===== src/rtl/aes_inv_sr_state_buf.sv =====
// Byte-serial InvShiftRows receive buffer for the decrypt datapath.
// Define AES_INV_SR_BYPASS_EN to add the sr_bypass straight-load port.
module aes_inv_sr_state_buf #(
  parameter bit ERR_STICKY = 1'b0
) (
  input  logic         clk,
  input  logic         rst,
  input  logic         in_valid,
  output logic         in_ready,
  input  logic [7:0]   in_byte,
  input  logic         in_last,
  output logic         out_valid,
  input  logic         out_ready,
  output logic [127:0] out_state,
`ifdef AES_INV_SR_BYPASS_EN
  input  logic         sr_bypass,
`endif
  output logic         err_len
);

  localparam int NBYTES = 16;

  typedef enum logic {
    S_FILL = 1'b0,
    S_HOLD = 1'b1
  } state_t;

  state_t     r_state;
  state_t     w_state_nxt;
  logic [3:0] r_cnt;
  logic [7:0] r_mem [NBYTES];
  logic       r_err;

  logic       w_acc;
  logic       w_full;
  logic       w_len_err;
  logic       w_tail_err;
  logic       w_byp;
  logic [1:0] w_r;
  logic [1:0] w_c;
  logic [1:0] w_cs;
  logic [3:0] w_pos;

  assign w_acc      = in_valid && in_ready;
  assign w_full     = (r_cnt == 4'd15);
  assign w_len_err  = w_acc && in_last && !w_full;
  assign w_tail_err = w_acc && w_full && !in_last;

`ifdef AES_INV_SR_BYPASS_EN
  logic r_byp;

  always_ff @(posedge clk or posedge rst) begin
    if (rst) begin
      r_byp <= 1'b0;
    end else if (w_acc && (r_cnt == 4'd0)) begin
      r_byp <= sr_bypass;
    end
  end

  // byte 0 sees the live input, later bytes the captured flag
  assign w_byp = (r_cnt == 4'd0) ? sr_bypass : r_byp;
`else
  assign w_byp = 1'b0;
`endif

  // row r is rotated right by r columns on the way in
  assign w_r   = r_cnt[1:0];
  assign w_c   = r_cnt[3:2];
  assign w_cs  = w_c + w_r;
  assign w_pos = w_byp ? r_cnt : {w_cs, w_r};

  always_ff @(posedge clk or posedge rst) begin
    if (rst) begin
      r_state <= S_FILL;
    end else begin
      r_state <= w_state_nxt;
    end
  end

  always_comb begin
    w_state_nxt = r_state;
    unique case (r_state)
      S_FILL: if (w_acc && w_full) w_state_nxt = S_HOLD;
      S_HOLD: if (out_ready) w_state_nxt = S_FILL;
      default: w_state_nxt = S_FILL;
    endcase
  end

  always_comb begin
    in_ready  = 1'b0;
    out_valid = 1'b0;
    unique case (r_state)
      S_FILL: in_ready  = 1'b1;
      S_HOLD: out_valid = 1'b1;
      default: in_ready = 1'b1;
    endcase
  end

  always_ff @(posedge clk or posedge rst) begin
    if (rst) begin
      r_cnt <= 4'd0;
    end else if (w_acc) begin
      r_cnt <= (w_full || in_last) ? 4'd0 : r_cnt + 4'd1;
    end
  end

  always_ff @(posedge clk or posedge rst) begin
    if (rst) begin
      for (int i = 0; i < NBYTES; i++) begin
        r_mem[i] <= 8'h00;
      end
    end else if (w_acc) begin
      r_mem[w_pos] <= in_byte;
    end
  end

  always_ff @(posedge clk or posedge rst) begin
    if (rst) begin
      r_err <= 1'b0;
    end else if (w_len_err || w_tail_err) begin
      r_err <= 1'b1;
    end else if (!ERR_STICKY || (w_acc && (r_cnt == 4'd0))) begin
      r_err <= 1'b0;
    end
  end

  assign err_len = r_err;

  for (genvar g = 0; g < NBYTES; g++) begin : g_out
    assign out_state[127-8*g -: 8] = r_mem[g];
  end

endmodule

===== config.mk =====
export PLATFORM = sky130hd
export DESIGN_NAME = aes_inv_sr_state_buf
export DESIGN_NICKNAME = d
export VERILOG_FILES = /design/src/rtl/aes_inv_sr_state_buf.sv
export SDC_FILE = /design/constraint.sdc
export NUM_CORES = 1
export LEC_CHECK = 0
export ABC_AREA = 1
export BUFFER_PORTS_ARGS = -buffer_cell sky130_fd_sc_hd__buf_2
export CORE_MARGIN = 2
export CORE_UTILIZATION = 40
export CTS_CLUSTER_SIZE = 12
export DETAILED_ROUTE_END_ITERATION = 12
export GPL_TIMING_DRIVEN = 0
export SETUP_SLACK_MARGIN = 0.05
export SLEW_MARGIN = 15
export SYNTH_ARGS = -nofsm -noshare
export SYNTH_HDL_FRONTEND = slang
export SYNTH_SLANG_ARGS = --single-unit

===== constraint.sdc =====
create_clock -name clk -period 5.24 [get_ports clk]
set_clock_uncertainty 0.15 [all_clocks]
set_input_delay 1.048 -clock clk [delete_from_list [all_inputs] [get_ports clk]]
set_output_delay 1.048 -clock clk [all_outputs]
set_load 0.01 [all_outputs]

### After elaboration in Yosys (flattened, before gate mapping)

Cells that the tools add are included.

| cells by class | value |
|---|---|
| magnitude comparators | 2 |
| bitwise operators | 2 |
| eq/ne operators | 1 |
| multiplexer cells | 10 |
| $add $sub $neg | 2 |
| reductions and logical operators | 10 |

Operators with widths:

| cell | number |
|---|---|
| $bwmux 128 | 1 |
| $demux 8 s4 | 1 |
| $mux 8 | 1 |
| $logic_and 1x1->1 | 6 |
| $ge 5x5->1 const B | 1 |
| $lt 5x1->1 const B | 1 |
| $mux 1 | 5 |
| $not 4->5 | 1 |
| $add 4x1->4 const B | 1 |
| $eq 4x4->1 const B | 1 |
| $mux 4 | 1 |
| $add 2x2->2 | 1 |
| $logic_not 1->1 | 2 |
| $logic_or 1x1->1 | 2 |
| $pmux 1 s2 | 1 |
| $not 1->1 | 1 |

| storage, ports and cells | value |
|---|---|
| logic and storage cells | 46 |
| output and inout port bits | 131 |
| bits in registers | 134 |
| input port bits | 13 |

### Longest topological paths before layout

| logic depth | value |
|---|---|
| depth in word-level cells | 7 |
| gate-level depth with buffers | 8 |
| mapped depth without buffers | 7 |

### Worst setup path before layout

No wires, ideal clock.

| timing | value |
|---|---|
| path kind | input to register |
| start point | input port in_valid |
| end point | register r_mem (netlist bit out_state[11]) |
| setup time | 0.066 ns |
| data arrival time | 1.801 ns |
| cell stages on the path | 5 |
| buffers on the path | 1 |
| data required time | 5.024 ns |
| setup slack | 3.223 ns |
| path through | nand2_4 -> nor2_2 -> buf_2 -> nand4_1 -> nand2_1 |

| on the way | value |
|---|---|
| cells in the longest elaborated chain, start to end | 1 |

Ends and longest elaborated chain:

| item | RTL line | text |
|---|---|---|
| start, declared | 8 | `input logic in_valid,` |
| $logic_and 1x1->1 | 44 | `assign w_acc = in_valid && in_ready;` |
| end signal, assigned by index | 113 | `r_mem[w_pos] <= in_byte;` |
| end, declared | 31 | `logic [7:0] r_mem [NBYTES];` |

No other way between the ends.
A chain may end at the register's enable or synchronous reset.

### Final worst setup path

| timing | value |
|---|---|
| start point | register r_state |
| end point | output port in_ready |

| on the way | value |
|---|---|
| cells in the longest elaborated chain, start to end | 1 |

Ends and longest elaborated chain:

| item | RTL line | text |
|---|---|---|
| start, declared | 28 | `state_t r_state;` |
| start signal, assigned | 76 | `r_state <= w_state_nxt;` |
| $mux 1 | 92 | `unique case (r_state)` |
| end, declared | 9 | `output logic in_ready,` |

No other way between the ends.

==> results by group <==
Outcome
  – Status: completed

Floorplan
  – Num rows: 44
  – Area of the die: 16100 sq um
  – Starting density of the core: 0.412
  – DIE HEIGHT: 127 um
  – Die boundary width: 127 um
  – Number of top-level pins: 144
  – Area inside the core boundary: 14600 sq um

Global routing
  – GRT Resource Usage Total: 0.237
  – Global-route wire length before repair: 29000 um
  – Number of antenna violations at the first check in global routing: 0
  – Maximum number of pins on one net before global-route repair: 69
  – Grt total ovfl: 0
  – Number of global-route vias before repair: 5327

Cells and area
  – Most common library cell in the layout ignoring fill and taps: sky130_fd_sc_hd__nand2_1
  – Antenna diodes: 0
  – Post-layout net count: 815
  – Most frequent cells in the layout: sky130_fd_sc_hd__nand2_1, sky130_fd_sc_hd__buf_2, sky130_fd_sc_hd__dfrtp_1
  – Area growth syn-to-layout: 26.3%
  – Share of final-layout standard cells stronger than drive strength 1: 0.310

Pwr
  – Power density cells: 590 nW/um^2
  – Power after layout: 4.50 mW
  – Leakage dissipation: 4.33 nW
  – Largest vdd supply drop: 315 uV

CTS
  – Maximum buffer depth of the clock tree: 2
  – Number of clock sinks: 134
  – Number of H-tree branching levels: 4
  – Num CTS Buffers: 17
  – Clock-pin slew on the worst setup and hold paths: 60 ps
  – Library cell used as clock root buffer: sky130_fd_sc_hd__clkbuf_16
  – Post-cts repair resize count: 0
  – Later-pin clock latency in the skew report: 420 ps
  – Post-CTS setup-driven buffer insertion count: 0
  – Clock tree from TritonCTS: yes
  – Post-CTS Hold Fix Bufs: 0

Timing
  – Max transition margin: 0.579
  – RSZ-0062 raised after global routing: no
  – Max Freq: 451 MHz
  – Transition at the pin with the smallest max-transition slack: 631 ps
  – Final Setup Violations: 0
  – Time the final worst path needs with I/O delays and setup: 2220 ps
  – Setup total negative slack: 0 ps
  – Final hold violations: 0
  – Number of pins exceeding their max-slew limit in the final report: 0
  – Final worst path period share: 0.423

Synth
  – Avg Synthesized Cell Area: 9.41 sq um
  – Post-synthesis cell area: 6040 sq um
  – Count of mapped cells out of synthesis: 642
  – Proportion of netlist area held by the largest area contributor: 0.555
  – Cell types occupying the most area after synthesis: sky130_fd_sc_hd__dfrtp_1, sky130_fd_sc_hd__nand2_1, sky130_fd_sc_hd__nand4_1
  – Post-synthesis sequential area ratio: 0.555
  – Library cell with the largest summed area after synthesis: sky130_fd_sc_hd__dfrtp_1
  – Leading register cell type out of synthesis: sky130_fd_sc_hd__dfrtp_1
  – Async SR Flop Fraction: 1.00
  – Count of flip-flops with a built-in enable after synthesis: 0
  – Number of warnings reported in the yosys synthesis log: 0
  – Number of distinct library cells after synthesis: 25
  – Synthesis-stage register bit count: 134
  – Syn Nets: 660

Critical path
  – Launch point of the worst path: r_state
  – Worst EP required: 4040 ps
  – Number of cell instances on the worst register-to-register path: 6
  – Critical path launch point type: flop
  – Category of the most critical setup path: flop to output pin
  – Reg2reg start: r_cnt[0]
  – CP max FO: 3
  – Data arrival at the endpoint of the critical path: 1020 ps
  – Critical Path Sink Type: output pin

Hold path
  – Hold Startpoint: out_state[22]
  – Hold Path Class: flop to flop
  – Hold Path Cell Cnt: 2

Placement
  – GPL Wtd Cong: 0.783
  – Number of I/O port buffers: 135
  – HPWL after detailed placement: 12900 um

Detailed routing
  – WL/cell: 18.7 um
  – Post-detailed-route via-to-cell ratio: 5.45
  – Iteration count of the initial detailed-routing pass: 6
  – Residual DRC: 0
  – Sum of routed wire length over all layers: 18600 um
  – Detailed-route via count: 5416
  – Antenna Violating Nets Remaining: 0
  – 1st-iter DRT viols: 441

Run
  – Max-cap violations: 0
where the power goes:
| part | total, mW | switching [mW] | internal, mW |
|---|---|---|---|
| logic | 1.46 | 0.909 | 0.550 |
| registers | 1.72 | 0.268 | 1.46 |
| clock network | 1.32 | 0.451 | 0.866 |
| total | 4.50 | 1.63 | 2.87 |
worst max-delay path, cell delays in order (launching register included):
cell	delay (ps)
sky130_fd_sc_hd__dfrtp_1	380
sky130_fd_sc_hd__inv_2	80
sky130_fd_sc_hd__buf_2	130
metal layers:
metal / global-route usage / wire (um)
met5: 0 / 0
met4: 0.0821 / 287
met3: 0.0658 / 1280
met2: 0.380 / 8940
met1: 0.309 / 8040
logic make-up (layout without fill, tap and decap cells):
| logic type | count (synthesis) | after routing | synth area share |
|---|---|---|---|
| and+or+nand+nor | 427 | 427 | 0.359 |
| DFF | 134 | 134 | 0.555 |
| buffers and inverters | 71 | 238 | 0.0713 |
| AOI/OAI and AO/OA | 5 | 5 | 0.00435 |
| adders and majority gates | 5 | 5 | 0.0104 |
stage by stage:
step	setup WS [ps]	hold slack, ps	cells	utilization	cell area (sq um)
after floorplan	459	359	642	-	6040
after global placement	-930	301	961	0.474	6940
after detailed placement	2700	306	962	0.476	6980
after CTS	3000	319	993	0.521	7630
after global routing	2880	339	993	0.521	7630
final	3020	316	993	0.521	7630
registers in the layout, summed over array words and instances, names as in the netlist:
signal / cells
err_len: 1
r_state: 1
out_state: 128
r_cnt: 4
area by class of cell:
| type | instances | area, sq um |
|---|---|---|
| Fill cell | 1373 | 7020 |
| Sequential cell | 134 | 3350 |
| Multi-Input combinational cell | 437 | 2250 |
| Timing Repair Buffer | 136 | 703 |
| Clock buffer | 19 | 453 |
| Buffer | 55 | 370 |
| Tap cell | 184 | 230 |
| Clock inverter | 12 | 199 |
| Inverter | 16 | 65.1 |
final timing paths:
path | endpoint | slack (ps)
min in group asynchronous | out_state[18] | 560
max in group asynchronous | out_state[82] | 3630
min | out_state[22] | 320
min reg2reg | out_state[22] | 320
max | in_ready | 3020
max reg2reg | out_state[7] | 3020
synth_stat cells, types with 4 or more instances:
cell type	n
sky130_fd_sc_hd__ha_1	5
sky130_fd_sc_hd__buf_8	6
sky130_fd_sc_hd__nand2_4	4
sky130_fd_sc_hd__nand4_2	14
sky130_fd_sc_hd__inv_1	12
sky130_fd_sc_hd__dfrtp_1	134
sky130_fd_sc_hd__clkbuf_2	7
sky130_fd_sc_hd__nor2_1	4
sky130_fd_sc_hd__clkbuf_1	4
sky130_fd_sc_hd__buf_2	31
sky130_fd_sc_hd__inv_2	4
sky130_fd_sc_hd__nand2_1	261
sky130_fd_sc_hd__nand4_1	130
sky130_fd_sc_hd__buf_6	6
No activity file was read; power rests on OpenSTA's default activity.
